## config.mk

```make
export PLATFORM = sky130hd
export DESIGN_NAME = hdr_ddr_cmd_rx_tgt
export DESIGN_NICKNAME = d
export VERILOG_FILES = /design/src/rtl/hdr_ddr_cmd_rx_tgt.sv
export SDC_FILE = /design/constraint.sdc
export NUM_CORES = 1
export LEC_CHECK = 0
export BUFFER_PORTS_ARGS = -buffer_cell sky130_fd_sc_hd__buf_4
export CORE_UTILIZATION = 61
export CTS_BUF_LIST = sky130_fd_sc_hd__clkbuf_16
export DETAILED_ROUTE_END_ITERATION = 16
export HOLD_SLACK_MARGIN = 0.1
export PLACE_DENSITY_LB_ADDON = 0.3
export SLEW_MARGIN = 15
export SYNTH_ARGS = -nofsm -noshare
export SYNTH_HDL_FRONTEND = slang
export SYNTH_SLANG_ARGS = --single-unit
```

## constraint.sdc

```tcl
create_clock -name i_sys_clk -period 3.2 [get_ports i_sys_clk]
set_input_delay 0.64 -clock i_sys_clk [delete_from_list [all_inputs] [get_ports i_sys_clk]]
set_output_delay 0.64 -clock i_sys_clk [all_outputs]
set_load 0.02 [all_outputs]
```

## src/rtl/hdr_ddr_cmd_rx_tgt.sv

```systemverilog
// HDR-DDR target command-word receiver.
// Deserializes preamble, 16-bit command word and parity; watches for HDR Exit.
module hdr_ddr_cmd_rx_tgt #(
    parameter logic [6:0] BROADCAST_ADDR = 7'h7E
) (
    input  logic       i_sys_clk,
    input  logic       i_sys_rst,
    input  logic       i_engine_en,
    input  logic       i_scl,
    input  logic       i_sda,
    input  logic       i_scl_pos_edge,
    input  logic       i_scl_neg_edge,
    input  logic [6:0] i_dyn_addr,
    output logic       o_cmd_valid,
    output logic       o_rnw,
    output logic [6:0] o_cmd_code,
    output logic [6:0] o_tgt_addr,
    output logic       o_addr_match,
    output logic       o_preamble_err,
    output logic       o_parity_err,
    output logic       o_hdr_exit,
    output logic       o_engine_done
);

    typedef enum logic [2:0] {
        S_IDLE,
        S_PREAMBLE,
        S_PAYLOAD,
        S_PARITY,
        S_DONE
    } state_t;

    state_t      state_q, state_d;
    logic [3:0]  cnt_q, cnt_d;
    logic        pre_q, pre_d;
    logic [15:0] w_q, w_d;
    logic        pa1_q, pa1_d;
    logic        sda_q;
    logic [2:0]  exit_cnt_q, exit_cnt_d;

    logic        rnw_d;
    logic [6:0]  cmd_d;
    logic [6:0]  addr_d;
    logic        match_d;
    logic        perr_d;
    logic        parerr_d;
    logic        valid_d;
    logic        done_d;

    logic        slot;
    logic        sda_fall;
    logic        exit_hit;
    logic        abort;
    logic        pa1_exp;
    logic        pa0_exp;
    logic        mismatch;

    // Bit-slot strobe, SDA fall detection and expected parity of the word
    always_comb begin
        slot     = i_scl_pos_edge ^ i_scl_neg_edge;
        sda_fall = sda_q & ~i_sda & ~i_scl;
        exit_hit = (state_q != S_IDLE) && sda_fall && (exit_cnt_q == 3'd3);
        abort    = exit_hit || ((state_q != S_IDLE) && !i_engine_en);
        pa1_exp  = w_q[15] ^ w_q[13] ^ w_q[11] ^ w_q[9]
                 ^ w_q[7] ^ w_q[5] ^ w_q[3] ^ w_q[1];
        pa0_exp  = ~(w_q[14] ^ w_q[12] ^ w_q[10] ^ w_q[8]
                 ^ w_q[6] ^ w_q[4] ^ w_q[2] ^ w_q[0]);
    end

    // HDR Exit counter: SDA falls while SCL low, cleared by SCL high
    always_comb begin
        exit_cnt_d = exit_cnt_q;
        if (state_q == S_IDLE || i_scl) begin
            exit_cnt_d = 3'd0;
        end else if (sda_fall) begin
            exit_cnt_d = exit_cnt_q + 3'd1;
        end
    end

    // Frame FSM next-state and output logic
    always_comb begin
        state_d  = state_q;
        cnt_d    = cnt_q;
        pre_d    = pre_q;
        w_d      = w_q;
        pa1_d    = pa1_q;
        rnw_d    = o_rnw;
        cmd_d    = o_cmd_code;
        addr_d   = o_tgt_addr;
        match_d  = o_addr_match;
        perr_d   = o_preamble_err;
        parerr_d = o_parity_err;
        valid_d  = 1'b0;
        done_d   = 1'b0;
        mismatch = 1'b0;
        unique case (state_q)
            S_IDLE: begin
                if (i_engine_en) begin
                    state_d  = S_PREAMBLE;
                    cnt_d    = 4'd0;
                    perr_d   = 1'b0;
                    parerr_d = 1'b0;
                end
            end
            S_PREAMBLE: begin
                if (slot) begin
                    if (!cnt_q[0]) begin
                        pre_d = i_sda;
                        cnt_d = 4'd1;
                    end else begin
                        cnt_d = 4'd0;
                        if ({pre_q, i_sda} == 2'b01) begin
                            state_d = S_PAYLOAD;
                        end else begin
                            perr_d  = 1'b1;
                            done_d  = 1'b1;
                            state_d = S_DONE;
                        end
                    end
                end
            end
            S_PAYLOAD: begin
                if (slot) begin
                    w_d   = {w_q[14:0], i_sda};
                    cnt_d = cnt_q + 4'd1;
                    if (cnt_q == 4'd15) begin
                        state_d = S_PARITY;
                    end
                end
            end
            S_PARITY: begin
                if (slot) begin
                    if (!cnt_q[0]) begin
                        pa1_d = i_sda;
                        cnt_d = 4'd1;
                    end else begin
                        cnt_d    = 4'd0;
                        mismatch = (pa1_q != pa1_exp) || (i_sda != pa0_exp);
                        rnw_d    = w_q[15];
                        cmd_d    = w_q[14:8];
                        addr_d   = w_q[7:1];
                        match_d  = (w_q[7:1] == i_dyn_addr)
                                || (w_q[7:1] == BROADCAST_ADDR);
                        parerr_d = mismatch;
                        valid_d  = ~mismatch;
                        done_d   = 1'b1;
                        state_d  = S_DONE;
                    end
                end
            end
            S_DONE: begin
            end
            default: begin
                state_d = S_IDLE;
            end
        endcase
        // Exit or enable loss drops the frame and keeps prior results
        if (abort) begin
            state_d  = S_IDLE;
            cnt_d    = 4'd0;
            rnw_d    = o_rnw;
            cmd_d    = o_cmd_code;
            addr_d   = o_tgt_addr;
            match_d  = o_addr_match;
            perr_d   = o_preamble_err;
            parerr_d = o_parity_err;
            valid_d  = 1'b0;
            done_d   = 1'b0;
        end
    end

    // State, datapath and output registers
    always_ff @(posedge i_sys_clk or negedge i_sys_rst) begin
        if (!i_sys_rst) begin
            state_q        <= S_IDLE;
            cnt_q          <= 4'd0;
            pre_q          <= 1'b0;
            w_q            <= 16'h0000;
            pa1_q          <= 1'b0;
            sda_q          <= 1'b1;
            exit_cnt_q     <= 3'd0;
            o_cmd_valid    <= 1'b0;
            o_rnw          <= 1'b0;
            o_cmd_code     <= 7'h00;
            o_tgt_addr     <= 7'h00;
            o_addr_match   <= 1'b0;
            o_preamble_err <= 1'b0;
            o_parity_err   <= 1'b0;
            o_hdr_exit     <= 1'b0;
            o_engine_done  <= 1'b0;
        end else begin
            state_q        <= state_d;
            cnt_q          <= cnt_d;
            pre_q          <= pre_d;
            w_q            <= w_d;
            pa1_q          <= pa1_d;
            sda_q          <= i_sda;
            exit_cnt_q     <= exit_cnt_d;
            o_cmd_valid    <= valid_d;
            o_rnw          <= rnw_d;
            o_cmd_code     <= cmd_d;
            o_tgt_addr     <= addr_d;
            o_addr_match   <= match_d;
            o_preamble_err <= perr_d;
            o_parity_err   <= parerr_d;
            o_hdr_exit     <= exit_hit;
            o_engine_done  <= done_d;
        end
    end

endmodule
```

=== Yosys cells after proc, flatten, opt, wreduce, memory -nomap -nowiden ===
Cells that the tools add are included.

* Logic and storage cells: 127
* Output and inout port bits: 21
* Bits in registers: 50
* Input bits: 14

* Equal/unequal tests: 26
* Bitwise logic cells: 23
* Add/sub/neg operators: 2
* Reductions and logical operators: 23
* Muxes and demuxes: 37

{| class="wikitable"
|+ Operators with widths
! operator !! number
|-
| $mux W3 || 11
|-
| $ne A3 B3 Y1 const B || 7
|-
| $mux W1 || 17
|-
| $mux W4 || 4
|-
| $pmux W3 S5 || 1
|-
| $xor A1 B1 Y1 || 15
|-
| $ne A2 B2 Y1 const B || 7
|-
| $pmux W4 S3 || 1
|-
| $eq A3 B2 Y1 const B || 3
|-
| $reduce_and A4 Y1 || 2
|-
| $reduce_and A8 Y1 || 1
|-
| $eq A7 B7 Y1 || 1
|-
| $eq A7 B7 Y1 const B || 1
|-
| $not A1 Y1 || 6
|-
| $pmux W1 S2 || 3
|-
| $reduce_and A3 Y1 || 2
|-
| $reduce_and A6 Y1 || 1
|-
| $reduce_bool A2 Y1 || 3
|-
| $reduce_and A5 Y1 || 1
|-
| $add A4 B1 Y4 const B || 1
|-
| $eq A4 B4 Y1 const B || 1
|-
| $logic_or A1 B1 Y1 || 4
|-
| $reduce_bool A4 Y1 || 1
|-
| $add A3 B1 Y3 const B || 1
|-
| other kinds (12) || 16
|}

=== Logic depth before layout (Yosys ltp) ===
Gate-level depths: netlist of run 1.

* Depth in word-level cells: 15
* Gate-level depth with buffers: 9
* Depth with buffers taken out: 7

=== Worst setup path after synthesis of run 1 ===
Ideal clock, no wire load.

* Kind: input to register
* Start: input i_scl_neg_edge
* End: register o_cmd_code[3]
* Data arrival time: 1.827 ns
* Path buffers: 2
* Setup slack: 1.248 ns
* Library setup time: 0.125 ns
* Cell stages on the path: 6
* Required time: 3.075 ns
* Cells stage by stage: xor2_1 -> nand3_2 -> nor4b_4 -> buf_6 -> buf_12 -> mux2_4

* Longest elaborated chain between the ends: 2

{| class="wikitable"
|+ RTL lines
! element !! RTL line !! RTL
|-
| start, declared || 12 || <nowiki>input logic i_scl_neg_edge,</nowiki>
|-
| $xor A1 B1 Y1 || 60 || <nowiki>slot = i_scl_pos_edge ^ i_scl_neg_edge;</nowiki>
|-
| $reduce_and A4 Y1 (no line) || -- ||
|-
| end signal, assigned || 201 || <nowiki>o_cmd_code <= cmd_d;</nowiki>
|-
| end, declared || 16 || <nowiki>output logic [6:0] o_cmd_code,</nowiki>
|}

No other way between the ends.
A chain may end at the register's enable or synchronous reset.

=== Worst setup path in the final report of run 1 ===
* Start: register exit_cnt_q[0]
* End: register o_cmd_code[4]

* Longest elaborated chain between the ends: 5

{| class="wikitable"
|+ RTL lines
! element !! RTL line !! RTL
|-
| start, declared || 39 || <nowiki>logic [2:0] exit_cnt_q, exit_cnt_d;</nowiki>
|-
| start signal, assigned || 198 || <nowiki>exit_cnt_q <= exit_cnt_d;</nowiki>
|-
| $eq A3 B2 Y1 || 62 || <nowiki>exit_hit = (state_q != S_IDLE) && sda_fall && (exit_cnt_q == 3'd3);</nowiki>
|-
| $logic_and A1 B1 Y1 || 62 ||
|-
| $logic_or A1 B1 Y1 || 63 || <nowiki>abort = exit_hit || ((state_q != S_IDLE) && !i_engine_en);</nowiki>
|-
| $not A1 Y1 (no line) || -- ||
|-
| $reduce_and A4 Y1 (no line) || -- ||
|}

No other way between the ends.

==> results of run 1 <==
-- cells in the mapped netlist (all sizes together) --
master    n
dfstp     1
xnor3     2
xnor2    14
nor2b     1
a311oi    1
and2      1
o32ai     1
nor3b     4
a2111oi   1
nand2b    4
a31oi     2
o21a      1
a21oi     7
nor2      7
nor4      3
or2       1
nand4bb   1
o21ai     8
o311ai    1
nand2    10
and2b     1
mux2i     2
nand3     5
nor3      5
a31o      1
o31ai     1
and3      1
nor4b     1
nand4     3
xor2      8
mux2     32
clkbuf    2
inv       2
ha        3
dfrtp    49
a211o     1
buf       5
-- state kept, by name, summed over array words and instances (netlist names) --
signal and count:
o_preamble_err 1, o_tgt_addr 7, exit_cnt_q 3, cnt_q 4, state_q 3, pa1_q 1, w_q 16, sda_q 1
o_parity_err 1, o_cmd_valid 1, o_addr_match 1, o_cmd_code 7, o_engine_done 1, o_hdr_exit 1, o_rnw 1, pre_q 1
-- metrics by stage --
stage                     total power, uW  utilization [%]  hold slack (ns)
after CTS                            1510             76.8            0.383
after detailed placement              919             72.4            0.490
final                                1500             76.8            0.362
after global placement                906             72.4            0.473
after floorplan                       854                -            0.344
after global routing                 1570             76.8            0.420
-- worst max-delay path: cells and delay by family, from the launching register on --
family,cells,cell delay (ns)
simple gates,3,0.53
fa+ha+maj,2,0.41
flops,1,0.40
mux,1,0.37
buf+inv,1,0.33
-- metal layers --
layer,up-vias,global-route usage (%),wire length [um]
met1,817,31.0,1900
met2,68,43.7,2470
met4,0,10.3,94
met3,9,6.08,213
li1,758,-,-
met5,-,0,0
-- path summary, 6_finish.rpt --
| path | slack, ns | start | cells past startpoint | endpoint |
|---|---|---|---|---|
| worst min register to register | 0.51 | o_addr_match | 1 | o_addr_match |
| worst max register to register | 1.05 | exit_cnt_q[0] | 7 | o_cmd_code[4] |
| max in group asynchronous | 2.43 | i_sys_rst | 1 | o_tgt_addr[5] |
| min in group i_sys_clk | 0.51 | o_addr_match | 1 | o_addr_match |
| worst min-delay path | 0.36 | i_sys_rst | 1 | exit_cnt_q[2] |
| worst max-delay path | 1.05 | exit_cnt_q[0] | 7 | o_cmd_code[4] |
-- logic make-up (layout without fill, tap and decap cells) --
| logic type | count (synthesis) | after routing |
|---|---|---|
| DFF | 50 | 50 |
| and+or+nand+nor | 48 | 48 |
| muxes | 34 | 34 |
| AOI/OAI and AO/OA | 25 | 25 |
| xor gates and xnor gates | 24 | 24 |
| buffers and inverters | 9 | 45 |
| adders and majority gates | 3 | 3 |
-- final cells by class --
type                       count  area (um^2)
clock inverter                 3         41.3
clock buffer                   5          125
tap                           48         60.1
fill                         233          876
inverter                       2         7.51
sequential                    50         1250
multi-input combinational    134         1150
timing repair buffer          35          263
-- layout by cell type (no fill, tap or decap), types with 6 or more instances in the layout --
master	instances
mux2_4	6
xnor2_1	14
o21ai_0	8
xor2_1	8
nor2_1	7
a21oi_1	7
buf_4	35
mux2_2	26
nand2_1	9
dfrtp_1	49
-- power by group through the flow --
stage / Combinational, uW / Sequential [uW] / Clock [uW]
after detailed placement: 203 / 717 / 0
after floorplan: 160 / 695 / 0
final: 207 / 706 / 584
after global placement: 192 / 714 / 0
after CTS: 206 / 705 / 594
after global routing: 228 / 711 / 626
==> impl_metrics.env, run 1 <==
export IMPL_setup_violations=0
export IMPL_cts_hold_buf=0
export IMPL_track_usage_pct=25.6
export IMPL_grt_max_degree=51
export IMPL_die_h_um=65.5
export IMPL_synth_top_cells_by_area="dfrtp_1 50%, mux2_2 12%, xnor2_1 5.0%"
export IMPL_critical_path_required_ns=3.37
export IMPL_hold_viol_final=0
export IMPL_layout_drive_gt1_share_pct=36.2
export IMPL_dp_hpwl_mm=3.25
export IMPL_ant_nets=0
export IMPL_syn_inst=193
export IMPL_grt_pass1_vias=1677
export IMPL_cts_tree="built"
export IMPL_die_x_um=65.5
export IMPL_instances_no_fill=277
export IMPL_sw_frac_of_total_pct=25.2
export IMPL_cts_max_level=2
export IMPL_p_switching_uw=377
export IMPL_yosysSeqAreaShare_pct=50.9
export IMPL_synth_compound_area_share_pct=6.31
export IMPL_path_max_fanout=19
export IMPL_place_congestion=0.869
export IMPL_cts_setup_buffers=0
export IMPL_syn_to_final_growth_pct=17.7
export IMPL_wire_per_inst_um=16.9
export IMPL_worstPathArrival_ns=2.32
export IMPL_setup_tns_ns=0
export IMPL_timing_critical_path_cells="ha_1, ha_1, nand4bb_4, nand2_4, nor4b_4, buf_4, mux2_2"
export IMPL_synth_top_area_share_pct=49.8
export IMPL_fin_skew_ns=0.00466
export IMPL_internal_power_uw=1120
export IMPL_cts_sinks=50
export IMPL_timing_final_max_slew_violations=0
export IMPL_yosys_warnings=0
export IMPL_ios=35
export IMPL_final_cell_area_um2=2900
export IMPL_netlist_area_um2=2460
export IMPL_synth_simple_area_share_pct=12.7
export IMPL_rsz0062_at_grt="false"
export IMPL_grt_pass1_wl_mm=7.98
export IMPL_hold_class="in2async"
export IMPL_clock_latency_ns=0.28
export IMPL_end_kind="flop"
export IMPL_diodes=0
export IMPL_synth_xor_area_share_pct=9.66
export IMPL_rows=22
export IMPL_setup_ws_ns=1.05
export IMPL_slowest_delay_ns=0.40
export IMPL_syn_area_per_cell_um2=12.7
export IMPL_outcome="finished clean"
export IMPL_synth_cell_types=43
export IMPL_ir_drop_mv=0.362
export IMPL_p_leak_uw=0.00141
export IMPL_yosys_mux_area_fraction_pct=16.4
export IMPL_maxCapViolCount=0
export IMPL_path_clk_slew_ns=0.06
export IMPL_clock_power_share_pct=39.0
export IMPL_seqPwrFrac_pct=47.2
export IMPL_io_buffers=34
export IMPL_power_density_nw_per_um2=517
export IMPL_syn_nets=210
export IMPL_grt_ovfl_total=0
export IMPL_start_kind="flop"
export IMPL_tightest_slew_ns=0.703
export IMPL_cpMostUsedCell="ha_1"
export IMPL_slowest_stage="dfrtp_1"
export IMPL_min_period_ns=2.15
export IMPL_preCtsSetupSlack_ns=0.922
export IMPL_place_area_um2=2730
export IMPL_ys_seq_elements=50
export IMPL_cts_buffers=5
export IMPL_dr_pass1_iters=4
export IMPL_initial_core_util_pct=65.2
export IMPL_cts_root_buf="clkbuf_16"
export IMPL_remaining_drc_errors=0
export IMPL_synth_top_family_by_area="multiplexers"
export IMPL_drtIter0Drc=197
export IMPL_worstSetupPathType="reg2reg"
export IMPL_pwr_share_comb_pct=13.8
export IMPL_fin_crit_sh_pct=67.2
export IMPL_core_um2=3770
export IMPL_max_slew_margin_rel_pct=53.1
export IMPL_cts_path_max_buffers=2
export IMPL_antenna_found_initial=0
export IMPL_cts_resized=0
export IMPL_dp_cells=269
export IMPL_vias=1652
export IMPL_nNetsFinal=245
export IMPL_viasPerCell=5.96
export IMPL_wirelength_mm=4.68
export IMPL_synthAdderAreaFrac_pct=1.53
export IMPL_die_area_um2=4290
export IMPL_fmax_ghz=0.465
export IMPL_synth_top_area_cell="dfrtp_1"
Note: power is estimated with default switching activity, not from simulation.
==> inputs of run 2 (changes only) <==
--- a/config.mk
+++ b/config.mk
@@ -5,8 +5,9 @@
 export SDC_FILE = /design/constraint.sdc
 export NUM_CORES = 1
 export LEC_CHECK = 0
+export ABC_AREA = 1
 export BUFFER_PORTS_ARGS = -buffer_cell sky130_fd_sc_hd__buf_4
-export CORE_UTILIZATION = 61
+export CORE_UTILIZATION = 57
 export CTS_BUF_LIST = sky130_fd_sc_hd__clkbuf_16
 export DETAILED_ROUTE_END_ITERATION = 16
 export HOLD_SLACK_MARGIN = 0.1
==> constraint.sdc (replaced) <==
create_clock -name i_sys_clk -period 2.15 [get_ports i_sys_clk]
set_input_delay 0.43 -clock i_sys_clk [delete_from_list [all_inputs] [get_ports i_sys_clk]]
set_output_delay 0.43 -clock i_sys_clk [all_outputs]
set_load 0.02 [all_outputs]
==> impl_metrics.env, run 2 <==
export IMPL_yosysSeqAreaShare_pct=47.2
export IMPL_ios=35
export IMPL_largest_register="w_q"
export IMPL_path_clk_slew_ns=0.06
export IMPL_core_um2=4410
export IMPL_netlist_area_um2=2660
export IMPL_yosys_warnings=0
export IMPL_setup_tns_ns=0
export IMPL_die_area_um2=4940
export IMPL_final_cell_mix="89 x nand2_1, 49 x dfrtp_1, 36 x buf_4"
export IMPL_wire_per_inst_um=12.8
export IMPL_synth_xor_area_share_pct=4.24
export IMPL_cts_path_max_buffers=2
export IMPL_cts_root_buf="clkbuf_16"
export IMPL_die_x_um=70.3
export IMPL_die_h_um=70.3
export IMPL_largest_register_ffs=16
export IMPL_synth_top_area_cell="dfrtp_1"
export IMPL_place_area_um2=2940
export IMPL_max_slew_margin_rel_pct=59.3
export IMPL_worstSetupPathType="reg2reg"
export IMPL_tightest_slew_ns=0.610
export IMPL_cpMostUsedCell="ha_1"
export IMPL_yosysMostFrequentCell="nand2_1"
export IMPL_end_kind="flop"
export IMPL_worstPathArrival_ns=1.99
export IMPL_diodes=0
export IMPL_ant_nets=0
export IMPL_hold_viol_final=0
export IMPL_timing_critical_path_cells="ha_1, ha_1, inv_1, o21ai_4, nand2_4, nand3_4, buf_4, nand2_2, o21ai_2"
export IMPL_clock_latency_ns=0.29
export IMPL_outcome="finished clean"
export IMPL_slowest_stage="dfrtp_1"
export IMPL_syn_area_per_cell_um2=8.46
export IMPL_cts_max_level=2
export IMPL_power_density_nw_per_um2=937
export IMPL_grt_max_degree=51
export IMPL_synth_simple_area_share_pct=27.2
export IMPL_synthAdderAreaFrac_pct=1.41
export IMPL_fmax_ghz=0.548
export IMPL_cts_buffers=5
export IMPL_synthFlopType="dfrtp_1"
export IMPL_maxCapViolCount=0
export IMPL_wirelength_mm=5.18
export IMPL_slowest_delay_ns=0.39
export IMPL_setup_violations=0
export IMPL_yosys_top_cells_count="89 x nand2_1, 49 x dfrtp_1, 34 x inv_1"
export IMPL_track_usage_pct=23.3
export IMPL_viasPerCell=5.09
export IMPL_hold_class="in2async"
export IMPL_synth_compound_area_share_pct=13.0
export IMPL_nFillCells=352
export IMPL_io_buffers=34
export IMPL_synth_enable_flop_cells=0
export IMPL_dr_pass1_iters=4
export IMPL_nNetsFinal=368
export IMPL_critical_path_required_ns=2.32
export IMPL_grt_ovfl_total=0
export IMPL_cts_tree="built"
export IMPL_syn_to_final_growth_pct=16.0
export IMPL_ys_seq_elements=50
export IMPL_biggestRegsByFlops="w_q (16), o_cmd_code (7), o_tgt_addr (7)"
export IMPL_cts_hold_buf=0
export IMPL_initial_core_util_pct=60.1
export IMPL_dp_hpwl_mm=3.70
export IMPL_cts_sinks=50
export IMPL_grt_pass1_vias=1945
export IMPL_final_cell_area_um2=3080
export IMPL_layout_commonest_cell="nand2_1"
export IMPL_vias=2056
export IMPL_min_period_ns=1.82
export IMPL_timing_final_max_slew_violations=0
export IMPL_place_congestion=0.900
export IMPL_layout_drive_gt1_share_pct=25.9
export IMPL_ir_drop_mv=0.703
export IMPL_path_max_fanout=21
export IMPL_antenna_found_initial=0
export IMPL_synth_top_cells_by_area="dfrtp_1 46%, nand2_1 13%, o21ai_2 5.6%"
export IMPL_rows=24
export IMPL_synth_top_family_by_area="simple AND/OR/NAND/NOR gates"
export IMPL_fin_skew_ns=0.00525
export IMPL_cts_resized=0
export IMPL_rsz0062_at_grt="false"
export IMPL_p_leak_uw=0.00154
export IMPL_drtIter0Drc=158
export IMPL_syn_nets=331
export IMPL_syn_inst=314
export IMPL_synth_cell_types=33
export IMPL_grt_pass1_wl_mm=9.01
export IMPL_fin_crit_sh_pct=84.8
export IMPL_synth_top_area_share_pct=46.2
export IMPL_remaining_drc_errors=0
export IMPL_yosys_mux_area_fraction_pct=0
export IMPL_cts_setup_buffers=0
export IMPL_async_flop_share_pct=100
export IMPL_start_kind="flop"
==> run 2: cells by family (layout without fill, tap and decap cells) <==
kind of cell	count (synthesis)	in the layout
buffers and inverters	42	80
and+or+nand+nor	154	154
AOI/OAI and AO/OA	53	53
DFF	50	50
adders and majority gates	3	3
xor gates and xnor gates	12	12
==> run 2: through the flow <==
step                      setup WS (ns)  utilization [%]  hold slack (ns)  power, uW  cells
final                             0.327             69.8            0.159       2890    404
after global placement            0.362             66.6            0.474       2120    396
after global routing              0.200             69.8            0.223       3090    404
after CTS                         0.313             69.8            0.185       2900    404
after detailed placement          0.331             66.6            0.473       2150    396
after floorplan                   0.666                -            0.134       1910    314
==> run 2: area by class of cell <==
class | count | area [um^2] | share of cell area, %
sequential | 50 | 1250 | 40.7
multi-input combinational | 222 | 1220 | 39.6
timing repair buffer | 36 | 270 | 8.78
inverter | 36 | 135 | 4.39
clock buffer | 5 | 125 | 4.06
tap | 52 | 65.1 | 2.11
clock inverter | 3 | 12.5 | 0.406
==> run 2: worst max-delay path, delay by kind of cell (launching register included) <==
family                   cells  cell delay, ns
AO/OA/AOI/OAI                2            0.13
flip-flops                   1            0.39
AND/OR/NAND/NOR              3            0.37
buffers and inverters        2            0.42
adder cells (fa/ha/maj)      2            0.38
==> run 2: worst paths after layout <==
| check | from | to | slack, ns | cells past startpoint |
|---|---|---|---|---|
| worst max register to register | exit_cnt_q[0] | o_cmd_code[4] | 0.33 | 9 |
| worst max-delay path | exit_cnt_q[0] | o_cmd_code[4] | 0.33 | 9 |
| worst min-delay path | i_sys_rst | w_q[14] | 0.16 | 1 |
| max in group asynchronous | i_sys_rst | o_cmd_code[1] | 1.59 | 1 |
| worst min register to register | o_tgt_addr[4] | o_tgt_addr[4] | 0.49 | 2 |
| min in group i_sys_clk | i_sda | sda_q | 0.28 | 1 |
==> run 2: per-layer routing <==
layer	up-vias	share of wire (%)	wire, um	GRT usage, %
met4	0	1.2	63	7.78
li1	1065	-	-	-
met5	-	0	0	0
met1	944	46	2400	32.1
met2	39	49	2540	36.4
met3	8	3.5	181	5.19
==> run 2: power by group <==
part           switching (uW)  total [uW]  leakage, uW  internal, uW
clock network             330         751    0.0000724           421
registers                 165        1230     0.000680          1060
logic                     567         909     0.000791           342
==> inputs of run 3 (changes only) <==
--- a/config.mk
+++ b/config.mk
@@ -7,7 +7,7 @@
 export LEC_CHECK = 0
 export ABC_AREA = 1
 export BUFFER_PORTS_ARGS = -buffer_cell sky130_fd_sc_hd__buf_4
-export CORE_UTILIZATION = 57
+export CORE_UTILIZATION = 52
 export CTS_BUF_LIST = sky130_fd_sc_hd__clkbuf_16
 export DETAILED_ROUTE_END_ITERATION = 16
 export HOLD_SLACK_MARGIN = 0.1
==> constraint.sdc (replaced) <==
create_clock -name i_sys_clk -period 1.6 [get_ports i_sys_clk]
set_input_delay 0.32 -clock i_sys_clk [delete_from_list [all_inputs] [get_ports i_sys_clk]]
set_output_delay 0.32 -clock i_sys_clk [all_outputs]
set_load 0.02 [all_outputs]
==> impl_metrics.env, run 3 (same netlist as run 2, synthesis figures left out) <==
export IMPL_outcome="finished clean"
export IMPL_die_h_um=73.5
export IMPL_grt_pass1_vias=2021
export IMPL_grt_max_degree=51
export IMPL_cts_buffers=5
export IMPL_fin_crit_sh_pct=95.9
export IMPL_layout_drive_gt1_share_pct=29.8
export IMPL_holdPathStages=1
export IMPL_fin_skew_ns=0.00475
export IMPL_hold_class="in2reg"
export IMPL_ir_drop_mv=0.654
export IMPL_wire_per_inst_um=12.4
export IMPL_cts_tree="built"
export IMPL_clock_latency_ns=0.29
export IMPL_syn_to_final_growth_pct=21.3
export IMPL_path_clk_slew_ns=0.06
export IMPL_place_congestion=0.826
export IMPL_cp_num_buf_inv=2
export IMPL_end_kind="flop"
export IMPL_min_period_ns=1.53
export IMPL_maxCapViolCount=0
export IMPL_biggestRegsByFlops="w_q (16), o_cmd_code (7), o_tgt_addr (7)"
export IMPL_layout_commonest_cell="nand2_1"
export IMPL_crit_start="exit_cnt_q[1]"
export IMPL_fmax_ghz=0.652
export IMPL_vias=2150
export IMPL_die_x_um=73.5
export IMPL_worstPathArrival_ns=1.70
export IMPL_diodes=0
export IMPL_timing_rr_end="state_q[2]"
export IMPL_die_area_um2=5400
export IMPL_track_usage_pct=21.9
export IMPL_path_max_fanout=6
export IMPL_dp_hpwl_mm=3.74
export IMPL_utilization_pct=66.9
export IMPL_final_cell_mix="86 x nand2_1, 46 x dfrtp_1, 40 x buf_4"
export IMPL_grt_ovfl_total=0
export IMPL_initial_core_util_pct=55.1
export IMPL_max_slew_margin_rel_pct=57.9
export IMPL_antenna_found_initial=0
export IMPL_drtIter0Drc=172
export IMPL_cts_sinks=50
export IMPL_cts_path_max_buffers=2
export IMPL_cpMostUsedCell="nand2_4"
export IMPL_core_um2=4820
export IMPL_nNetsFinal=375
export IMPL_tightest_slew_ns=0.632
export IMPL_cts_max_level=2
export IMPL_timing_final_max_slew_violations=0
export IMPL_p_total_uw=4130
export IMPL_r2r_start="exit_cnt_q[1]"
export IMPL_remaining_drc_errors=0
export IMPL_crit_family="flip-flops"
export IMPL_reg2reg_slack_ns=0.07
export IMPL_final_cell_area_um2=3220
export IMPL_largest_register_ffs=16
export IMPL_critical_path_required_ns=1.77
export IMPL_io_buffers=34
export IMPL_rows=25
export IMPL_fin_hold_ws_ns=0.167
export IMPL_hold_viol_final=0
export IMPL_grt_pass1_wl_mm=8.96
export IMPL_timing_critical_path_cells="ha_2, ha_1, inv_2, o21ai_4, nand2_4, buf_6, nand2_2, nand2_4, nand2_1, o21ai_2"
export IMPL_slowest_stage="dfrtp_1"
export IMPL_worstSetupPathType="reg2reg"
export IMPL_cts_root_buf="clkbuf_16"
export IMPL_dr_pass1_iters=4
export IMPL_setup_tns_ns=0
export IMPL_place_area_um2=3000
export IMPL_slowest_delay_ns=0.36
export IMPL_viasPerCell=5.05
export IMPL_power_density_nw_per_um2=1280
export IMPL_start_kind="flop"
export IMPL_path_depth=10
export IMPL_ios=35
export IMPL_worstRegToRegCells=10
export IMPL_p_leak_uw=0.00160
export IMPL_cp_endpoint="state_q[2]"
export IMPL_setup_violations=0
export IMPL_largest_register="w_q"
export IMPL_ant_nets=0
export IMPL_wirelength_mm=5.29
## run 3: changes by cell type in the layout (fill, tap and decap cells not counted), sizes merged
| cell | before | now |
|---|---|---|
| bufinv | 0 | 1 |
| clkinv | 2 | 0 |
| dlygate4sd3 | 0 | 1 |
| clkinvlp | 0 | 1 |
| buf | 36 | 42 |
## run 3: layout make-up
| type | count | area [um^2] |
|---|---|---|
| fill | 431 | 1600 |
| clock buffer | 5 | 125 |
| multi-input combinational | 222 | 1240 |
| inverter | 36 | 135 |
| sequential | 50 | 1260 |
| timing repair buffer | 43 | 342 |
| clock inverter | 3 | 41.3 |
| tap | 67 | 83.8 |
## run 3: per-stage QoR
| step | std cells | setup WS (ns) |
|---|---|---|
| detailed placement | 415 | 0.00296 |
| global placement | 415 | 0.0534 |
| floorplan | 314 | 0.116 |
| global route | 426 | -0.00888 |
| CTS | 426 | 0.0145 |
| finish | 426 | 0.0657 |
## run 3: report_power, final
| group | switching [uW] | total (uW) | internal, uW | leakage (uW) |
|---|---|---|---|---|
| clock network | 454 | 1190 | 732 | 0.0000812 |
| logic | 811 | 1320 | 507 | 0.000841 |
| registers | 196 | 1630 | 1430 | 0.000675 |
## run 3: worst min path at each step
stage / startpoint / endpoint / slack (ns)
after floorplan: i_sys_rst / cnt_q[0] / 0.02
after global placement: i_sys_rst / exit_cnt_q[2] / 0.38
after detailed placement: i_sys_rst / exit_cnt_q[1] / 0.38
after CTS: i_sda / sda_q / 0.17
after global routing: i_sda / sda_q / 0.16
final: i_sda / sda_q / 0.17
## run 3: routing by layer
| layer | vias up | GRT usage, % | share of wire [%] |
|---|---|---|---|
| met4 | 0 | 6.41 | 0.96 |
| li1 | 1080 | - | - |
| met3 | 5 | 5.08 | 5.1 |
| met2 | 56 | 33.1 | 46 |
| met5 | - | 0 | 0 |
| met1 | 1009 | 31.3 | 48 |
## run 3: timing repair
item	in CTS	in global routing
hold buffers	1	0
hold endpoints to repair	49	0
setup buffers	2	0
resized for setup	1	11
pin swaps	2	4
endpoints found under the setup margin	8	16
## run 3: worst register-to-register path, delay by kind of cell (launching register included)
| kind | cells | cell delay (ns) |
|---|---|---|
| and+or+nand+nor | 4 | 0.34 |
| DFF | 1 | 0.36 |
| adders and majority gates | 2 | 0.32 |
| AOI/OAI and AO/OA | 2 | 0.19 |
| buffers and inverters | 2 | 0.20 |
